--- src/rtl/mem_arb_pkg.sv ---
// rtl/mem_arb_pkg.sv - shared types and constants for the memory port arbiter
package mem_arb_pkg;

  localparam int BE_W = 4;

  typedef enum logic [1:0] {
    IDLE,
    REQ,
    RESP
  } arb_state_e;

  typedef enum logic {
    OWN_I,
    OWN_D
  } owner_e;

endpackage

--- src/rtl/arb_starve_cnt.sv ---
// rtl/arb_starve_cnt.sv - counts contested data wins and forces a fetch win at STARVE_MAX
// Only instantiated when MEM_ARB_STARVE_EN is defined.
module arb_starve_cnt #(
  parameter int STARVE_MAX = 3
) (
  input  logic clk,
  input  logic rst_n,
  input  logic arb_fire,
  input  logic contested,
  input  logic d_win,
  output logic force_i
);

  localparam int CNT_W = (STARVE_MAX < 1) ? 1 : $clog2(STARVE_MAX + 1);

  logic [CNT_W-1:0] cnt_q;

  assign force_i = (cnt_q >= CNT_W'(STARVE_MAX));

  // Any fetch win (forced or not) restarts the count; uncontested data wins leave it alone.
  always_ff @(posedge clk) begin
    if (!rst_n) begin
      cnt_q <= '0;
    end else if (arb_fire) begin
      if (!d_win) begin
        cnt_q <= '0;
      end else if (contested) begin
        cnt_q <= cnt_q + 1'b1;
      end
    end
  end

endmodule

--- src/rtl/mem_port_arbiter.sv ---
// rtl/mem_port_arbiter.sv - single memory port shared by fetch and data requesters
// Define MEM_ARB_STARVE_EN to bound how long fetch can lose contested arbitration.
module mem_port_arbiter
  import mem_arb_pkg::*;
#(
  parameter int ADDR_WIDTH = 32,
  parameter int DATA_WIDTH = 32,
  parameter int STARVE_MAX = 3
) (
  input  logic                  clk,
  input  logic                  rst_n,
  input  logic                  if_req,
  input  logic [ADDR_WIDTH-1:0] if_addr,
  input  logic                  if_flush,
  output logic                  if_gnt,
  output logic                  if_rvalid,
  output logic [DATA_WIDTH-1:0] if_rdata,
  input  logic                  d_req,
  input  logic                  d_we,
  input  logic [BE_W-1:0]       d_be,
  input  logic [ADDR_WIDTH-1:0] d_addr,
  input  logic [DATA_WIDTH-1:0] d_wdata,
  output logic                  d_gnt,
  output logic                  d_rvalid,
  output logic [DATA_WIDTH-1:0] d_rdata,
  output logic                  mem_req,
  output logic                  mem_we,
  output logic [BE_W-1:0]       mem_be,
  output logic [ADDR_WIDTH-1:0] mem_addr,
  output logic [DATA_WIDTH-1:0] mem_wdata,
  input  logic                  mem_gnt,
  input  logic                  mem_rvalid,
  input  logic [DATA_WIDTH-1:0] mem_rdata,
  output logic                  stall_n
);

  arb_state_e state_q, state_d;
  owner_e     owner_q, owner_d;
  logic       discard_q, discard_d;

  logic                  mem_req_d;
  logic                  mem_we_d;
  logic [BE_W-1:0]       mem_be_d;
  logic [ADDR_WIDTH-1:0] mem_addr_d;
  logic [DATA_WIDTH-1:0] mem_wdata_d;

  logic any_req;
  logic arb_fire;
  logic force_i;
  logic win_d;

  assign any_req = if_req | d_req;
  assign win_d   = d_req & ~(if_req & force_i);

`ifdef MEM_ARB_STARVE_EN
  arb_starve_cnt #(
    .STARVE_MAX(STARVE_MAX)
  ) u_starve (
    .clk      (clk),
    .rst_n    (rst_n),
    .arb_fire (arb_fire),
    .contested(if_req & d_req),
    .d_win    (win_d),
    .force_i  (force_i)
  );
`else
  logic unused_starve_cfg;
  assign unused_starve_cfg = ^32'(STARVE_MAX);
  assign force_i = 1'b0;
`endif

  always_comb begin
    state_d     = state_q;
    owner_d     = owner_q;
    discard_d   = discard_q;
    mem_req_d   = mem_req;
    mem_we_d    = mem_we;
    mem_be_d    = mem_be;
    mem_addr_d  = mem_addr;
    mem_wdata_d = mem_wdata;
    if_gnt      = 1'b0;
    d_gnt       = 1'b0;
    if_rvalid   = 1'b0;
    d_rvalid    = 1'b0;
    if_rdata    = '0;
    d_rdata     = '0;
    arb_fire    = 1'b0;
    stall_n     = 1'b1;

    case (state_q)
      IDLE: begin
        if (any_req) begin
          arb_fire = 1'b1;
          stall_n  = 1'b0;
        end
      end
      REQ: begin
        stall_n = 1'b0;
        if (if_flush && owner_q == OWN_I) discard_d = 1'b1;
        if (mem_gnt) begin
          if_gnt    = (owner_q == OWN_I);
          d_gnt     = (owner_q == OWN_D);
          mem_req_d = 1'b0;
          state_d   = RESP;
        end
      end
      RESP: begin
        if (mem_rvalid) begin
          // A flush landing on the response cycle itself also kills that fetch.
          if (owner_q == OWN_I) begin
            if_rvalid = ~discard_q & ~if_flush;
            if_rdata  = mem_rdata;
          end else begin
            d_rvalid = 1'b1;
            d_rdata  = mem_rdata;
          end
          discard_d = 1'b0;
          if (any_req) arb_fire = 1'b1;
          else         state_d  = IDLE;
        end else begin
          stall_n = 1'b0;
          if (if_flush && owner_q == OWN_I) discard_d = 1'b1;
        end
      end
      default: state_d = IDLE;
    endcase

    if (arb_fire) begin
      state_d   = REQ;
      mem_req_d = 1'b1;
      if (win_d) begin
        owner_d     = OWN_D;
        mem_we_d    = d_we;
        mem_be_d    = d_be;
        mem_addr_d  = d_addr;
        mem_wdata_d = d_wdata;
      end else begin
        owner_d     = OWN_I;
        mem_we_d    = 1'b0;
        mem_be_d    = {BE_W{1'b1}};
        mem_addr_d  = if_addr;
        mem_wdata_d = '0;
      end
    end
  end

  always_ff @(posedge clk) begin
    if (!rst_n) begin
      state_q   <= IDLE;
      owner_q   <= OWN_I;
      discard_q <= 1'b0;
      mem_req   <= 1'b0;
      mem_we    <= 1'b0;
      mem_be    <= '0;
      mem_addr  <= '0;
      mem_wdata <= '0;
    end else begin
      state_q   <= state_d;
      owner_q   <= owner_d;
      discard_q <= discard_d;
      mem_req   <= mem_req_d;
      mem_we    <= mem_we_d;
      mem_be    <= mem_be_d;
      mem_addr  <= mem_addr_d;
      mem_wdata <= mem_wdata_d;
    end
  end

endmodule

--- config.mk ---
export PLATFORM = sky130hd
export DESIGN_NAME = mem_port_arbiter
export DESIGN_NICKNAME = d
export VERILOG_FILES = /design/src/rtl/mem_arb_pkg.sv /design/src/rtl/arb_starve_cnt.sv /design/src/rtl/mem_port_arbiter.sv
export SDC_FILE = /design/constraint.sdc
export NUM_CORES = 1
export LEC_CHECK = 0
export CELL_PAD_IN_SITES_DETAIL_PLACEMENT = 2
export CELL_PAD_IN_SITES_GLOBAL_PLACEMENT = 2
export CORE_MARGIN = 8
export CORE_UTILIZATION = 18
export CTS_CLUSTER_SIZE = 24
export DETAILED_ROUTE_END_ITERATION = 8
export GPL_TIMING_DRIVEN = 0
export PLACE_DENSITY = 0.9
export SLEW_MARGIN = 20
export SYNTH_ARGS = -nofsm -noshare
export SYNTH_HDL_FRONTEND = slang
export SYNTH_SLANG_ARGS = --single-unit
--- constraint.sdc ---
create_clock -name clk -period 3.1 [get_ports clk]
set_input_delay 0.62 -clock clk [delete_from_list [all_inputs] [get_ports clk]]
set_output_delay 0.62 -clock clk [all_outputs]
set_load 0.02 [all_outputs]
==> impl_metrics.py <==
metrics = {
    "placed_design": {
        "dp_worst_setup_slack_ns": -0.5979,
        "dp_hpwl_mm": 15.38,
        "placedCellCount": 852,
        "placed_area_sq_um": 6470,
        "gp_congestion": 0.7859,
        "port_buffers": 276,
    },
    "logic_synthesis": {
        "ys_types": 30,
        "synth_area_sq_um": 3415,
        "synth_cells": 342,
        "synth_top_area_frac": 0.4339,
        "synth_area_leaders": "dfxtp_1 43%, and2_1 12%, mux2i_1 9.7%, a22o_1 8.5%, a211oi_1 7.0%",
        "synth.largest_area_cell": "dfxtp_1",
        "yosys_warnings": 0,
        "avgSynthCellArea_sq_um": 9.984,
        "synth_edf_count": 0,
        "async_flop_share": 0,
        "ys_ff_latch": 74,
        "synth_flop_cell": "dfxtp_1",
        "ys_seq_area_frac": 0.4339,
        "syn_nets": 486,
    },
    "layout": {
        "syn_to_final_growth_pct": 99.38,
        "nets": 773,
        "multi_input_area_sq_um": 1753,
        "final_area_sq_um": 6808,
        "n_fill_cell": 2014,
        "drive_above_1_share": 0.08847,
        "most-common-layout-cells": "268 x clkdlybuf4s50_1, 74 x dfxtp_1, 64 x and2_1, 35 x a21oi_1",
        "layout_commonest_cell": "clkdlybuf4s50_1",
        "final_cell_count_no_fill": 868,
        "ff_latch_area_sq_um": 1481,
    },
    "cts": {
        "cts_tree": "built",
        "cts.path.max_buffers": 2,
        "postCtsHoldBufs": 0,
        "clk_pin_slew_ns": 0.06,
        "cts_max_level": 3,
        "post_cts_buffers": 0,
        "clock_latency_ns": 0.33,
        "cts_buffers": 9,
        "clock-root-buffer": "clkbuf_16",
        "cts.sinks": 74,
        "cts_resized": 18,
    },
    "power": {
        "switching_power_w": 0.0008300,
        "p_total_w": 0.002933,
        "p_int_w": 0.002103,
        "p_leak_nw": 2.704,
        "power_density_nw_per_um2": 430.8,
        "p_clk_frac": 0.354,
        "combPwrFrac": 0.272,
        "seq_power_share": 0.374,
        "ir_worst_vdd_v": 0.0002727,
        "netSwitchingFraction": 0.2830,
    },
    "floorplanning": {
        "ioPinCount": 279,
        "core_area_sq_um": 18640,
        "fp-row-count": 50,
        "fp.dieH_um": 153.7,
        "fp.dieW_um": 153.7,
        "die_area_sq_um": 23630,
        "start_util": 0.1832,
    },
    "route": {
        "firstDrtPassIters": 4,
        "wl_mm": 18.04,
        "drcViolationCount": 0,
        "first_iter_violations": 77,
        "vias_per_cell": 4.429,
        "ant_nets": 0,
        "wl_per_cell_um": 20.78,
        "vias": 3844,
    },
    "timing": {
        "slew_viol_final": 0,
        "relSlewSlack": 0.6781,
        "post-route-period-util": 0.9464,
        "finalCriticalPeriod_ns": 2.934,
        "finalSetupTns_ns": 0,
        "rsz0062_at_grt": "no",
        "finalHoldViolCount": 0,
        "worst_pin_slew_ns": 0.4829,
        "max_freq_ghz": 0.3409,
        "setup_viol": 0,
        "finalWorstSetupSlack_ns": 0.1662,
        "fin_skew_ns": 0.008390,
    },
    "critical_path": {
        "rr_worst_depth": 8,
        "timing.critical_path.cells": "inv_1 -> ha_4 -> nand2_2 -> nor2_4 -> buf_2 -> and2_1 -> clkdlybuf4s50_1",
        "max_stage_delay_ns": 0.62,
        "worst-setup-path-type": "flip-flop to output port",
        "cpMaxStageDelayCell": "clkdlybuf4s50_1",
        "cpLargestDelayFamily": "buffers and inverters",
        "crit_cells": 7,
        "r2r_slack_ns": 1.18,
        "crit_path_end_kind": "output port",
        "arrival_ns": 2.31,
        "required_ns": 2.48,
        "start_kind": "flip-flop",
        "critPathMaxFanout": 10,
        "crit_buf_inv": 3,
    },
    "grt": {
        "grt_pass1_vias": 4598,
        "grt_pass1_wl_mm": 27.33,
        "use_met3": 0.06446,
        "antenna_found_initial": 1,
        "gr-total-overflow": 0,
        "busiest_layer": "met2",
        "use_met1": 0.1391,
        "track_usage": 0.1484,
        "grt_start_max_net_pins": 13,
        "grt_use_met2": 0.2839,
    },
    "run": {
        "maxCapViolations": 0,
    },
    "outcome": {
        "outcome": "finished, final reports clean",
    },
    "hold_path": {
        "holdCritPathClass": "flip-flop to flip-flop",
        "min_path_cells": 2,
    },
}
-- cells by family after synthesis --
kind of cell	after synthesis	share of synthesized area
mux	33	0.09674
fa+ha+maj	4	0.01466
compound gates	114	0.2503
flops	74	0.4339
simple gates	81	0.1429
buf+inv	36	0.06156
-- flip-flops by register name, summed over array words and instances (netlist names) --
register,cells
mem_req,1
state_q,2
mem_addr,32
mem_be,4
mem_wdata,32
discard_q,1
mem_we,1
owner_q,1
-- worst paths after layout --
path | from | endpoint
max reg2reg | state_q[0] | mem_wdata[24]
max | state_q[0] | if_rdata[25]
min | mem_req | mem_req
min reg2reg | mem_req | mem_req
-- metrics by stage --
step | utilization | hold WS (ns)
finish | 0.3652 | 0.4664
floorplan | - | 0.4823
detailed placement | 0.3470 | 0.4606
CTS | 0.3641 | 0.4741
global route | 0.3652 | 0.4935
global placement | 0.3470 | 0.4483
-- area by class of cell --
cell class                 instances  share of cell area
timing repair buffer             276              0.4060
sequential                        74              0.2176
clock inverter                     5            0.008087
tap                              234             0.04301
antenna                            1           0.0003676
clock buffer                      10             0.03510
multi-input combinational        232              0.2575
inverter                           4            0.002205
buffer                            32             0.03014
-- per-layer routing --
layer / part of all wire / wire, um
met1: 0.35 / 6379
met2: 0.53 / 9651
met3: 0.093 / 1680
met4: 0.018 / 329
met5: 0 / 0
-- Yosys cell counts, types with 2 or more instances --
| cell | instances |
|---|---|
| and2_1 | 64 |
| a211oi_1 | 32 |
| mux2i_1 | 33 |
| buf_4 | 4 |
| buf_2 | 12 |
| a21o_1 | 2 |
| o211ai_1 | 2 |
| nor2b_1 | 2 |
| nand2_1 | 5 |
| dfxtp_1 | 74 |
| a21oi_1 | 35 |
| buf_6 | 6 |
| clkbuf_1 | 10 |
| o221a_2 | 4 |
| inv_1 | 3 |
| nor2_1 | 5 |
| a22o_1 | 33 |
| ha_1 | 4 |
-- worst min-delay path, cell delays in order (launching register included) --
cell	delay, ns
dfxtp_1	0.31
nand2_1	0.05
a21oi_1	0.06
-- power by group through the flow --
stage / clock (W) / combinational, W / sequential [W]
2_1_floorplan: 0 / 0.000243 / 0.00121
3_3_place_gp: 0 / 0.000777 / 0.00111
3_5_place_dp: 0 / 0.000809 / 0.00112
4_1_cts: 0.00107 / 0.000813 / 0.00110
5_1_grt: 0.00112 / 0.000852 / 0.00111
6_report: 0.00104 / 0.000798 / 0.00110
No activity file was read; power rests on OpenSTA's default activity.
